### config.mk
export PLATFORM = sky130hd
export DESIGN_NAME = ram_burst_ctrl
export DESIGN_NICKNAME = d
export VERILOG_FILES = /design/src/rtl/ram_burst_ctrl.sv
export SDC_FILE = /design/constraint.sdc
export NUM_CORES = 1
export LEC_CHECK = 0
export CORE_ASPECT_RATIO = 0.9
export CORE_MARGIN = 2
export CORE_UTILIZATION = 43
export CTS_BUF_LIST = sky130_fd_sc_hd__clkbuf_4
export DETAILED_ROUTE_END_ITERATION = 7
export PLACE_DENSITY = 0.85
export SETUP_SLACK_MARGIN = 0.05
export SKIP_LAST_GASP = 1
export SYNTH_ARGS = -nofsm -noshare
export SYNTH_HDL_FRONTEND = slang
export SYNTH_SLANG_ARGS = --single-unit
### constraint.sdc
create_clock -name clk -period 7.94 [get_ports clk]
set_input_delay 0.794 -clock clk [delete_from_list [all_inputs] [get_ports clk]]
set_output_delay 0.794 -clock clk [all_outputs]
set_load 0.01 [all_outputs]
### src/rtl/ram_burst_ctrl.sv
// rtl/ram_burst_ctrl.sv - burst read/write request controller for a single-port synchronous RAM
// RAM pins are posedge-registered; read data returns through a 2-entry response FIFO.
module ram_burst_ctrl #(
  parameter int DATA_WIDTH = 16,
  parameter int ADDR_WIDTH = 8,
  parameter int LEN_WIDTH  = 4
) (
  input  logic                  clk,
  input  logic                  rst_n,
  input  logic                  req_valid,
  output logic                  req_ready,
  input  logic                  req_we,
  input  logic [ADDR_WIDTH-1:0] req_addr,
  input  logic [LEN_WIDTH-1:0]  req_len,
  input  logic                  wdata_valid,
  output logic                  wdata_ready,
  input  logic [DATA_WIDTH-1:0] wdata,
  output logic                  rsp_valid,
  input  logic                  rsp_ready,
  output logic [DATA_WIDTH-1:0] rsp_rdata,
  output logic                  rsp_last,
  output logic                  busy,
  output logic [ADDR_WIDTH-1:0] mem_address,
  output logic [DATA_WIDTH-1:0] mem_data_in,
  output logic                  mem_cs,
  output logic                  mem_we,
  output logic                  mem_oe,
  input  logic [DATA_WIDTH-1:0] mem_data_out
);

  typedef enum logic [1:0] {
    S_IDLE = 2'd0,
    S_WR   = 2'd1,
    S_RD   = 2'd2
  } state_t;

  state_t                r_state;
  state_t                w_state_nxt;
  logic [ADDR_WIDTH-1:0] r_addr_ptr;
  logic [LEN_WIDTH:0]    r_beats_left;
  logic                  r_inflight;
  logic                  r_infl_last;
  logic [DATA_WIDTH-1:0] r_fifo_data [2];
  logic [1:0]            r_fifo_last;
  logic                  r_rd_idx;
  logic                  r_wr_idx;
  logic [1:0]            r_count;

  logic       w_req_hs;
  logic       w_wr_hs;
  logic       w_issue;
  logic       w_last_beat;
  logic       w_pop;
  logic       w_push;
  logic [2:0] w_occ;

  assign w_req_hs    = req_valid && req_ready;
  assign w_wr_hs     = wdata_valid && wdata_ready;
  assign w_last_beat = (r_beats_left == (LEN_WIDTH+1)'(1));
  assign w_pop       = (r_count != 2'd0) && rsp_ready;
  assign w_push      = r_inflight;
  // Occupancy seen after this edge's pop; at most one slot may be claimed ahead of the FIFO.
  assign w_occ       = {1'b0, r_count} + {2'b0, r_inflight} - {2'b0, w_pop};

  always_ff @(posedge clk or negedge rst_n) begin
    if (!rst_n) r_state <= S_IDLE;
    else        r_state <= w_state_nxt;
  end

  always_comb begin
    w_state_nxt = r_state;
    case (r_state)
      S_IDLE: if (w_req_hs) w_state_nxt = req_we ? S_WR : S_RD;
      S_WR:   if (w_wr_hs && w_last_beat) w_state_nxt = S_IDLE;
      S_RD:   if (w_issue && w_last_beat) w_state_nxt = S_IDLE;
      default: w_state_nxt = S_IDLE;
    endcase
  end

  always_comb begin
    req_ready   = 1'b0;
    wdata_ready = 1'b0;
    w_issue     = 1'b0;
    case (r_state)
      S_IDLE: req_ready   = 1'b1;
      S_WR:   wdata_ready = 1'b1;
      S_RD:   w_issue     = (w_occ <= 3'd1);
      default: ;
    endcase
  end

  always_ff @(posedge clk or negedge rst_n) begin
    if (!rst_n) begin
      r_addr_ptr   <= '0;
      r_beats_left <= '0;
    end else if (w_req_hs) begin
      r_addr_ptr   <= req_addr;
      r_beats_left <= {1'b0, req_len} + (LEN_WIDTH+1)'(1);
    end else if (w_wr_hs || w_issue) begin
      r_addr_ptr   <= r_addr_ptr + ADDR_WIDTH'(1);
      r_beats_left <= r_beats_left - (LEN_WIDTH+1)'(1);
    end
  end

  always_ff @(posedge clk or negedge rst_n) begin
    if (!rst_n) begin
      mem_address <= '0;
      mem_data_in <= '0;
      mem_cs      <= 1'b0;
      mem_we      <= 1'b0;
      mem_oe      <= 1'b0;
    end else begin
      mem_cs <= w_wr_hs || w_issue;
      mem_we <= w_wr_hs;
      mem_oe <= w_issue;
      if (w_wr_hs || w_issue) mem_address <= r_addr_ptr;
      if (w_wr_hs)            mem_data_in <= wdata;
    end
  end

  always_ff @(posedge clk or negedge rst_n) begin
    if (!rst_n) begin
      r_inflight  <= 1'b0;
      r_infl_last <= 1'b0;
    end else begin
      r_inflight <= w_issue;
      if (w_issue) r_infl_last <= w_last_beat;
    end
  end

  always_ff @(posedge clk or negedge rst_n) begin
    if (!rst_n) begin
      r_fifo_data[0] <= '0;
      r_fifo_data[1] <= '0;
      r_fifo_last    <= '0;
      r_rd_idx       <= 1'b0;
      r_wr_idx       <= 1'b0;
      r_count        <= '0;
    end else begin
      if (w_push) begin
        r_fifo_data[r_wr_idx] <= mem_data_out;
        r_fifo_last[r_wr_idx] <= r_infl_last;
        r_wr_idx              <= ~r_wr_idx;
      end
      if (w_pop) r_rd_idx <= ~r_rd_idx;
      r_count <= r_count + 2'(w_push) - 2'(w_pop);
    end
  end

  assign rsp_valid = (r_count != 2'd0);
  assign rsp_rdata = r_fifo_data[r_rd_idx];
  assign rsp_last  = r_fifo_last[r_rd_idx];
  assign busy      = (r_state != S_IDLE) || r_inflight || (r_count != 2'd0);

  a_no_overflow: assert property (@(posedge clk) disable iff (!rst_n)
    !(w_push && !w_pop && (r_count == 2'd2)));

endmodule

==> results of run 1 <==
[logic make-up after synthesis]
kind of cell / synth area share (%)
xor gates and xnor gates: 1.71
muxes: 24.4
DFF: 56.5
AOI/OAI and AO/OA: 4.85
and+or+nand+nor: 6.63
adders and majority gates: 2.65
buffers and inverters: 3.21
[cells in the final DEF (no fill, tap or decap), types with 3 or more instances in the layout]
| cell | instances |
|---|---|
| a31oi_1 | 7 |
| and2_1 | 3 |
| clkbuf_4 | 9 |
| clkdlybuf4s50_1 | 96 |
| clkinvlp_4 | 3 |
| dfrtp_1 | 81 |
| ha_1 | 6 |
| inv_1 | 11 |
| inv_6 | 3 |
| mux2_1 | 8 |
| mux2_2 | 67 |
| mux2i_1 | 3 |
| nand2_1 | 9 |
| nand3_1 | 3 |
| nor2_1 | 8 |
| o21ai_1 | 5 |
| or3_1 | 7 |
| or4_1 | 3 |
| xor2_1 | 6 |
[synth_stat cells, types with 5 or more instances]
master / count
ha_1: 6
a31oi_1: 7
mux2_2: 67
nand2_1: 9
nor2_1: 8
clkbuf_1: 5
o21ai_1: 5
inv_1: 11
dfrtp_1: 81
or3_1: 7
mux2_1: 8
xor2_1: 6
[area by class of cell]
type	count	area, um2
clock buffer	9	67.6
clock inverter	7	52.6
fill	679	3330
inverter	11	41.3
multi-input combinational	161	1450
sequential	81	2030
tap	99	124
timing repair buffer	98	976
[power breakdown]
| part | total [uW] | switching (uW) | internal [uW] |
|---|---|---|---|
| clock network | 215 | 149 | 66.4 |
| registers | 755 | 141 | 614 |
| logic | 879 | 343 | 536 |
| total | 1850 | 632 | 1220 |
[final timing paths]
path / startpoint / end / depth (start not counted)
setup reg to reg: r_count[1]$_DFF_PN0_ / r_addr_ptr[5]$_DFFE_PN0P_ / 12
hold / removal: r_fifo_last[1]$_DFFE_PN0P_ / r_fifo_last[1]$_DFFE_PN0P_ / 2
min in group asynchronous: rst_n / mem_data_in[13]$_DFFE_PN0P_ / 1
hold reg to reg: r_fifo_last[1]$_DFFE_PN0P_ / r_fifo_last[1]$_DFFE_PN0P_ / 2
setup / recovery: rsp_ready / r_addr_ptr[5]$_DFFE_PN0P_ / 11
max in group asynchronous: rst_n / mem_address[4]$_DFFE_PN0P_ / 1
[flip-flops by register name, indices dropped and copies added (netlist names)]
name and count:
mem_address 8, mem_cs 1, mem_data_in 16, mem_we 1, r_addr_ptr 8, r_beats_left 5, r_count 2, r_fifo_data 32
r_fifo_last 2, r_infl_last 1, r_inflight 1, r_rd_idx 1, r_state 2, r_wr_idx 1
[worst register-to-register path, stage by stage, from the launching register on]
cell	delay, ns
dfrtp_1	0.42
inv_1	0.11
nand2_1	0.08
and2_1	0.18
ha_1	0.27
inv_1	0.04
ha_1	0.18
fa_1	0.47
nor3b_2	0.27
a21oi_2	0.09
buf_4	0.28
or4_1	0.54
a31oi_1	0.17
[metrics by stage]
step	cell area [um2]	total power (uW)	setup slack [ns]	utilization, %
final	4730	1850	4.65	58.7
after global routing	4730	1990	4.52	58.7
after CTS	4730	1880	4.68	58.7
after detailed placement	4610	1660	4.20	57.2
after global placement	4610	1610	4.29	57.2
after floorplan	3580	1250	5.00	-
[routing by layer]
| metal | up-vias | routed length [um] | global-route usage [%] |
|---|---|---|---|
| met5 | - | 0 | 0 |
| met1 | 1210 | 3150 | 22.1 |
| met4 | 0 | 72 | 4.34 |
| met3 | 5 | 418 | 6.04 |
| met2 | 73 | 3630 | 27.5 |
| li1 | 1142 | - | - |
==> impl_metrics.ini, run 1 <==
[run_status]
status = completed

[flow_run]
drv_cap = 0

[sta]
final-hold-violation-count = 0
fmax_mhz = 304
rsz0062_at_grt = no
relSlewSlack_pct = 32.5
fin_crit_sh_pct = 41.4
layout_min_cycle_time_ns = 3.29
clock_skew_ns = 0.0146
hold-worst-slack_ns = 0.495
slew_violations = 0
setup_viol = 0
tns_ns = 0
tightestPinTransition_ns = 1.01

[setup_path]
endpoint_kind = flop
rrSetupSlack_ns = 4.78
cp-start-kind = input pin
arrival_ns = 3.64
critPathBufInv = 3
cp_cell_sequence = clkdlybuf4s50_1 -> and2_1 -> ha_1 -> inv_1 -> ha_1 -> fa_1 -> nor3b_2 -> a21oi_2 -> buf_4 -> or4_1 -> a31oi_1
path_max_fanout = 31
crit_slowest_cell = or4_1
critPathTopFamily = simple AND/OR/NAND/NOR gates
worstPathRequired_ns = 8.29
cpPeakStageDelay_ns = 0.53
crit_type = input pin to flop
crit_top_cell = ha_1

[yosys]
synthArstFlopShare_pct = 100
synth-edff-count = 0
yosysWarnings = 0
seq_area_frac_synth_pct = 56.5
synthFlopType = dfrtp_1
synth.distinct_cells = 38
synth-seq-cells = 81
synth_area_mm2 = 0.00358
yosys.area.top_type = dfrtp_1
synth_area_per_cell_um2 = 13.5
ys_top_cells_by_area = dfrtp_1, mux2_2, mux2_1, ha_1, xor2_1
syn_inst = 265
syn_nets = 322
synth_top_area_share_pct = 56.5

[place]
place_inst = 450
detailedPlacementHpwl_um = 5050
portBuffers = 97
gp_congestion = 0.811

[routing]
vias = 2430
vias_per_cell = 5.21
wl_um = 7260
drt_iter0_markers = 50
dr.pass1.iters = 4
drc_errors = 0
avgRoutedWirePerCell_um = 15.6
ant_nets = 0

[cells_and_area]
nets = 419
final_cells = 466
synthToLayoutAreaGrowth_pct = 32.0
drive_gt1_share_pct = 23.7
n_antenna_cell = 0

[die]
row_count = 31
coreArea_mm2 = 0.00807
die_area_mm2 = 0.00908
initial_core_util_pct = 44.4
die_y_um = 90.6
die_width_um = 100
ios = 98

[global_route]
grt_max_degree = 82
track_usage_pct = 17.1
grt_pass1_vias = 2589
antenna_found_initial = 0
grt_first_pass_wirelength_um = 12200
grt_overflow = 0

[clock_tree]
cts_setup_buffers = 0
htreeDepth = 3
numCtsBuffers = 9
root_buffer = clkbuf_4
postCtsHoldBufs = 0
ctsResizeCount = 0
clockBufferDepth = 2
clkLatencyLatePin_ns = 0.42
clk_pin_slew_worst_paths_ns = 0.14
cts_tree = yes
cts.sinks = 81

[power]
p_leak_uw = 0.00201
ir_drop_v = 0.000200
p_per_area_mw_per_mm2 = 391

[min_path]
hold_class = flop to flop
Note: power is estimated with default switching activity, not from simulation.
==> inputs of run 2 (changes only) <==
--- a/config.mk
+++ b/config.mk
@@ -10,7 +10,7 @@
 export CORE_UTILIZATION = 43
 export CTS_BUF_LIST = sky130_fd_sc_hd__clkbuf_4
 export DETAILED_ROUTE_END_ITERATION = 7
-export PLACE_DENSITY = 0.85
+export PLACE_DENSITY = 0.87
 export SETUP_SLACK_MARGIN = 0.05
 export SKIP_LAST_GASP = 1
 export SYNTH_ARGS = -nofsm -noshare
==> constraint.sdc (replaced) <==
create_clock -name clk -period 2.9 [get_ports clk]
set_input_delay 0.29 -clock clk [delete_from_list [all_inputs] [get_ports clk]]
set_output_delay 0.29 -clock clk [all_outputs]
set_load 0.01 [all_outputs]
==> impl_metrics.ini, run 2 (synthesis gave the netlist of run 1 again) <==
[run_status]
status = completed

[routing]
drt_iter0_markers = 66
avgRoutedWirePerCell_um = 15.8
ant_nets = 0
vias = 2532
dr.pass1.iters = 4
wl_um = 7660
vias_per_cell = 5.22
drc_errors = 0

[die]
ios = 98
row_count = 31
coreArea_mm2 = 0.00807
die_width_um = 100
die_area_mm2 = 0.00908
die_y_um = 90.6
initial_core_util_pct = 44.4

[global_route]
grt_first_pass_wirelength_um = 12800
grt_pass1_vias = 2704
antenna_found_initial = 0
grt_overflow = 0
track_usage_pct = 17.9
grt_max_degree = 82

[setup_path]
r2r-end = mem_address[3]$_DFFE_PN0P_
cp-start-kind = flop
crit_type = flop to flop
rrSetupSlack_ns = 0.11
worstPathRequired_ns = 3.23
r2r_cells = 13
cpPeakStageDelay_ns = 0.51
cp_cell_sequence = inv_2 -> nand2_2 -> and2_4 -> ha_4 -> inv_2 -> ha_4 -> fa_1 -> nor3b_2 -> a21oi_2 -> buf_12 -> buf_6 -> buf_4 -> mux2_1
crit_slowest_cell = fa_1
endpoint_kind = flop
path_max_fanout = 5
arrival_ns = 3.12
reg2reg_from = r_count[1]$_DFF_PN0_

[sta]
final-hold-violation-count = 0
slew_violations = 0
layout_min_cycle_time_ns = 2.79
relSlewSlack_pct = 32.7
fmax_mhz = 358
setup_viol = 0
layout_setup_ws_ns = 0.109
fin_crit_sh_pct = 96.2
tightestPinTransition_ns = 1.01
rsz0062_at_grt = yes
tns_ns = 0
clock_skew_ns = 0.0143

[power]
p_per_area_mw_per_mm2 = 1110
p_total_uw = 5560
p_leak_uw = 0.00214
ir_drop_v = 0.000582

[place]
portBuffers = 97
post-place-ws_ns = -0.164
place_inst = 463
detailedPlacementHpwl_um = 5400
post_dp_cell_area_mm2 = 0.00472
gp_congestion = 0.804

[flow_run]
drv_cap = 0

[cells_and_area]
regMostFlops = r_fifo_data
mostFrequentLayoutCells = clkdlybuf4s50_1, dfrtp_1, mux2_2
final_common_cell = clkdlybuf4s50_1
multi_input_comb_area_mm2 = 0.00148
regArea_mm2 = 0.00203
synthToLayoutAreaGrowth_pct = 39.4
largest_reg_flops = 32
fill_cells = 646
final_cells = 485
design_area_mm2 = 0.00500
top_regs = r_fifo_data x32, mem_data_in x16
nets = 438
n_antenna_cell = 0
drive_gt1_share_pct = 29.5

[min_path]
hold_class = input pin to async pin

[clock_tree]
numCtsBuffers = 9
htreeDepth = 3
clk_pin_slew_worst_paths_ns = 0.14
cts_tree = yes
clkLatencyLatePin_ns = 0.43
cts.sinks = 81
root_buffer = clkbuf_4
postCtsHoldBufs = 0
clockBufferDepth = 2
==> run 2: cell types whose count changed in the layout (fill, tap and decap cells not counted), sizes merged <==
cell,change
buf,+18
bufinv,+2
clkbuf,+2
clkinv,-1
inv,-2
==> run 2: power breakdown <==
part	internal, uW	switching (uW)
Combinational	1700	1020
Clock	362	396
Sequential	1680	396
Total	3750	1810
==> run 2: worst max-delay path by stage <==
stage,from,to,slack [ns]
after floorplan,r_count[1]$_DFF_PN0_,r_addr_ptr[5]$_DFFE_PN0P_,0.14
after global placement,rsp_ready,r_addr_ptr[5]$_DFFE_PN0P_,-0.07
after detailed placement,rsp_ready,r_addr_ptr[6]$_DFFE_PN0P_,-0.16
after CTS,r_count[1]$_DFF_PN0_,r_addr_ptr[2]$_DFFE_PN0P_,0.006
after global routing,r_count[1]$_DFF_PN0_,r_addr_ptr[6]$_DFFE_PN0P_,0.03
final,r_count[1]$_DFF_PN0_,mem_address[3]$_DFFE_PN0P_,0.11
==> run 2: layout make-up <==
cell class,instances,area share [%]
clock inverter,6,1.83
clock buffer,10,1.50
sequential,81,40.6
inverter,11,0.826
timing repair buffer,117,23.3
tap,99,2.48
multi-input combinational,161,29.5
==> run 2: repair_timing <==
item / CTS / global route
cloned: 1 / 0
pin swaps: 11 / 7
endpoints found under the setup margin: 13 / 19
hold endpoints to repair: 0 / 0
resized for setup: 10 / 3
setup buffers: 3 / 2
==> run 2: stage by stage <==
stage               hold slack [ns]  utilization [%]
floorplan                  -0.00559                -
global placement              0.460             58.5
detailed placement            0.472             58.5
CTS                          0.0396             61.8
global route                 0.0873             61.9
finish                       0.0207             61.9
==> run 2: worst max-delay path, delay by kind of cell, from the launching register on <==
family,cells,cell delay (ns)
and+or+nand+nor,3,0.27
DFF,1,0.42
buffers and inverters,5,0.49
adders and majority gates,3,0.91
muxes,1,0.32
AOI/OAI and AO/OA,1,0.29
==> run 2: routing by layer <==
| layer | GRT usage [%] | wire (um) | vias up |
|---|---|---|---|
| met2 | 30.5 | 3950 | 61 |
| met5 | 0 | 0 | - |
| li1 | - | - | 1178 |
| met4 | 6.05 | 105 | 0 |
| met3 | 4.49 | 369 | 11 |
| met1 | 22.0 | 3230 | 1282 |
==> inputs of run 3 (changes only) <==
--- a/config.mk
+++ b/config.mk
@@ -10,7 +10,7 @@
 export CORE_UTILIZATION = 43
 export CTS_BUF_LIST = sky130_fd_sc_hd__clkbuf_4
 export DETAILED_ROUTE_END_ITERATION = 7
-export PLACE_DENSITY = 0.87
+export PLACE_DENSITY_LB_ADDON = 0.15
 export SETUP_SLACK_MARGIN = 0.05
 export SKIP_LAST_GASP = 1
 export SYNTH_ARGS = -nofsm -noshare
==> impl_metrics.ini, run 3 (synthesis gave the netlist of run 1 again) <==
[run_status]
status = completed

[place]
post-place-ws_ns = -0.108
portBuffers = 97
detailedPlacementHpwl_um = 5040
post_dp_cell_area_mm2 = 0.00470
gp_congestion = 0.787

[cells_and_area]
drive_gt1_share_pct = 29.8
regMostFlops = r_fifo_data
postLayoutCoreUtil_pct = 61.7
nets = 439
largest_reg_flops = 32
top_regs = r_fifo_data x32, mem_data_in x16
n_antenna_cell = 0
final_common_cell = clkdlybuf4s50_1
design_area_mm2 = 0.00498
mostFrequentLayoutCells = clkdlybuf4s50_1, dfrtp_1, mux2_2
synthToLayoutAreaGrowth_pct = 38.9

[flow_run]
drv_cap = 0

[routing]
top_layer_used = met4
vias_per_cell = 5.14
dr.pass1.iters = 5
ant_nets = 0
vias = 2492
met3_length_um = 508
wl_met1_um = 3270
wl_um = 7280
met2_wirelength_um = 3380
drt_iter0_markers = 71
drc_errors = 0
avgRoutedWirePerCell_um = 15.0

[sta]
slew_violations = 0
rsz0062_at_grt = yes
clock_skew_ns = 0.0165
final-hold-violation-count = 0
relSlewSlack_pct = 32.4
fmax_mhz = 355
fin_crit_sh_pct = 97.2
setup_viol = 0
layout_setup_ws_ns = 0.0825
hold-worst-slack_ns = 0.0234
tightestPinTransition_ns = 1.01
layout_min_cycle_time_ns = 2.82

[setup_path]
cp-start-kind = flop
crit_type = flop to flop
worstPathRequired_ns = 3.24
arrival_ns = 3.16
endpoint_kind = flop
path_max_fanout = 7

[die]
row_count = 31
ios = 98
die_width_um = 100
die_y_um = 90.6
coreArea_mm2 = 0.00807
die_area_mm2 = 0.00908
initial_core_util_pct = 44.4

[global_route]
grt_pass1_vias = 2580
grt_overflow = 0
antenna_found_initial = 0
grt_max_degree = 82
track_usage_pct = 17.0
grt_first_pass_wirelength_um = 12100

[clock_tree]
cts.sinks = 81
htreeDepth = 3
clockBufferDepth = 2
clkLatencyLatePin_ns = 0.43
clk_pin_slew_worst_paths_ns = 0.13
numCtsBuffers = 9
root_buffer = clkbuf_4
cts_tree = yes

[power]
p_leak_uw = 0.00213
ir_drop_v = 0.000568
p_per_area_mw_per_mm2 = 1100

[min_path]
hold_class = input pin to async pin
-- run 3: cell type report --
class	instances	area, um2
clock buffers	9	67.6
clock inverters	6	92.6
fillers	684	3090
inverters	11	41.3
multi-input cells	161	1490
flip-flops and latches	81	2030
well taps	99	124
repair buffers	118	1130
-- run 3: path summary, 6_finish.rpt --
path	startpoint	slack, ns	cells past startpoint	end
setup / recovery	r_count[1]$_DFF_PN0_	0.08	11	r_addr_ptr[7]$_DFFE_PN0P_
hold / removal	rst_n	0.02	1	mem_data_in[9]$_DFFE_PN0P_
setup reg to reg	r_count[1]$_DFF_PN0_	0.08	11	r_addr_ptr[7]$_DFFE_PN0P_
hold reg to reg	r_fifo_last[1]$_DFFE_PN0P_	0.49	2	r_fifo_last[1]$_DFFE_PN0P_
max in group asynchronous	rst_n	2.23	1	r_inflight$_DFF_PN0_
min in group clk	req_addr[1]	0.44	3	r_addr_ptr[1]$_DFFE_PN0P_
-- run 3: layer usage --
metal  global-route usage (%)  up-vias
met4                     5.48        0
met5                        0        -
met1                     21.8     1220
met2                     26.7       80
met3                     6.50       14
li1                         -     1178
-- run 3: repair_timing --
item	4_1_cts	5_1_grt
hold buffers	0	0
resized for setup	7	6
pin swaps	9	12
cloned	0	0
buffers inserted	7	2
endpoints found under the setup margin	17	15
-- run 3: per-stage QoR --
stage	instances	total power, uW	setup TNS (ns)
2_1_floorplan	265	3430	0
3_3_place_gp	461	4550	-0.115
3_5_place_dp	461	4620	-0.799
4_1_cts	483	5490	0
5_1_grt	485	5890	-0.0166
6_report	485	5480	0
-- run 3: critical path, cell delays in order (launching register included) --
cell and delay [ns]:
dfrtp_1 0.42, inv_2 0.07, nand2_2 0.06, and2_4 0.15
ha_4 0.26, inv_2 0.04, ha_4 0.15, fa_1 0.53
nor3b_4 0.27, a21oi_4 0.13, or4_4 0.52, a31oi_1 0.16
-- run 3: report_power, final --
part / switching, uW / internal [uW] / total (uW) / leakage [uW]
clock: 393 / 349 / 742 / 0.0000786
sequential: 345 / 1680 / 2030 / 0.000968
combinational: 1040 / 1670 / 2710 / 0.00109
total: 1780 / 3700 / 5480 / 0.00213
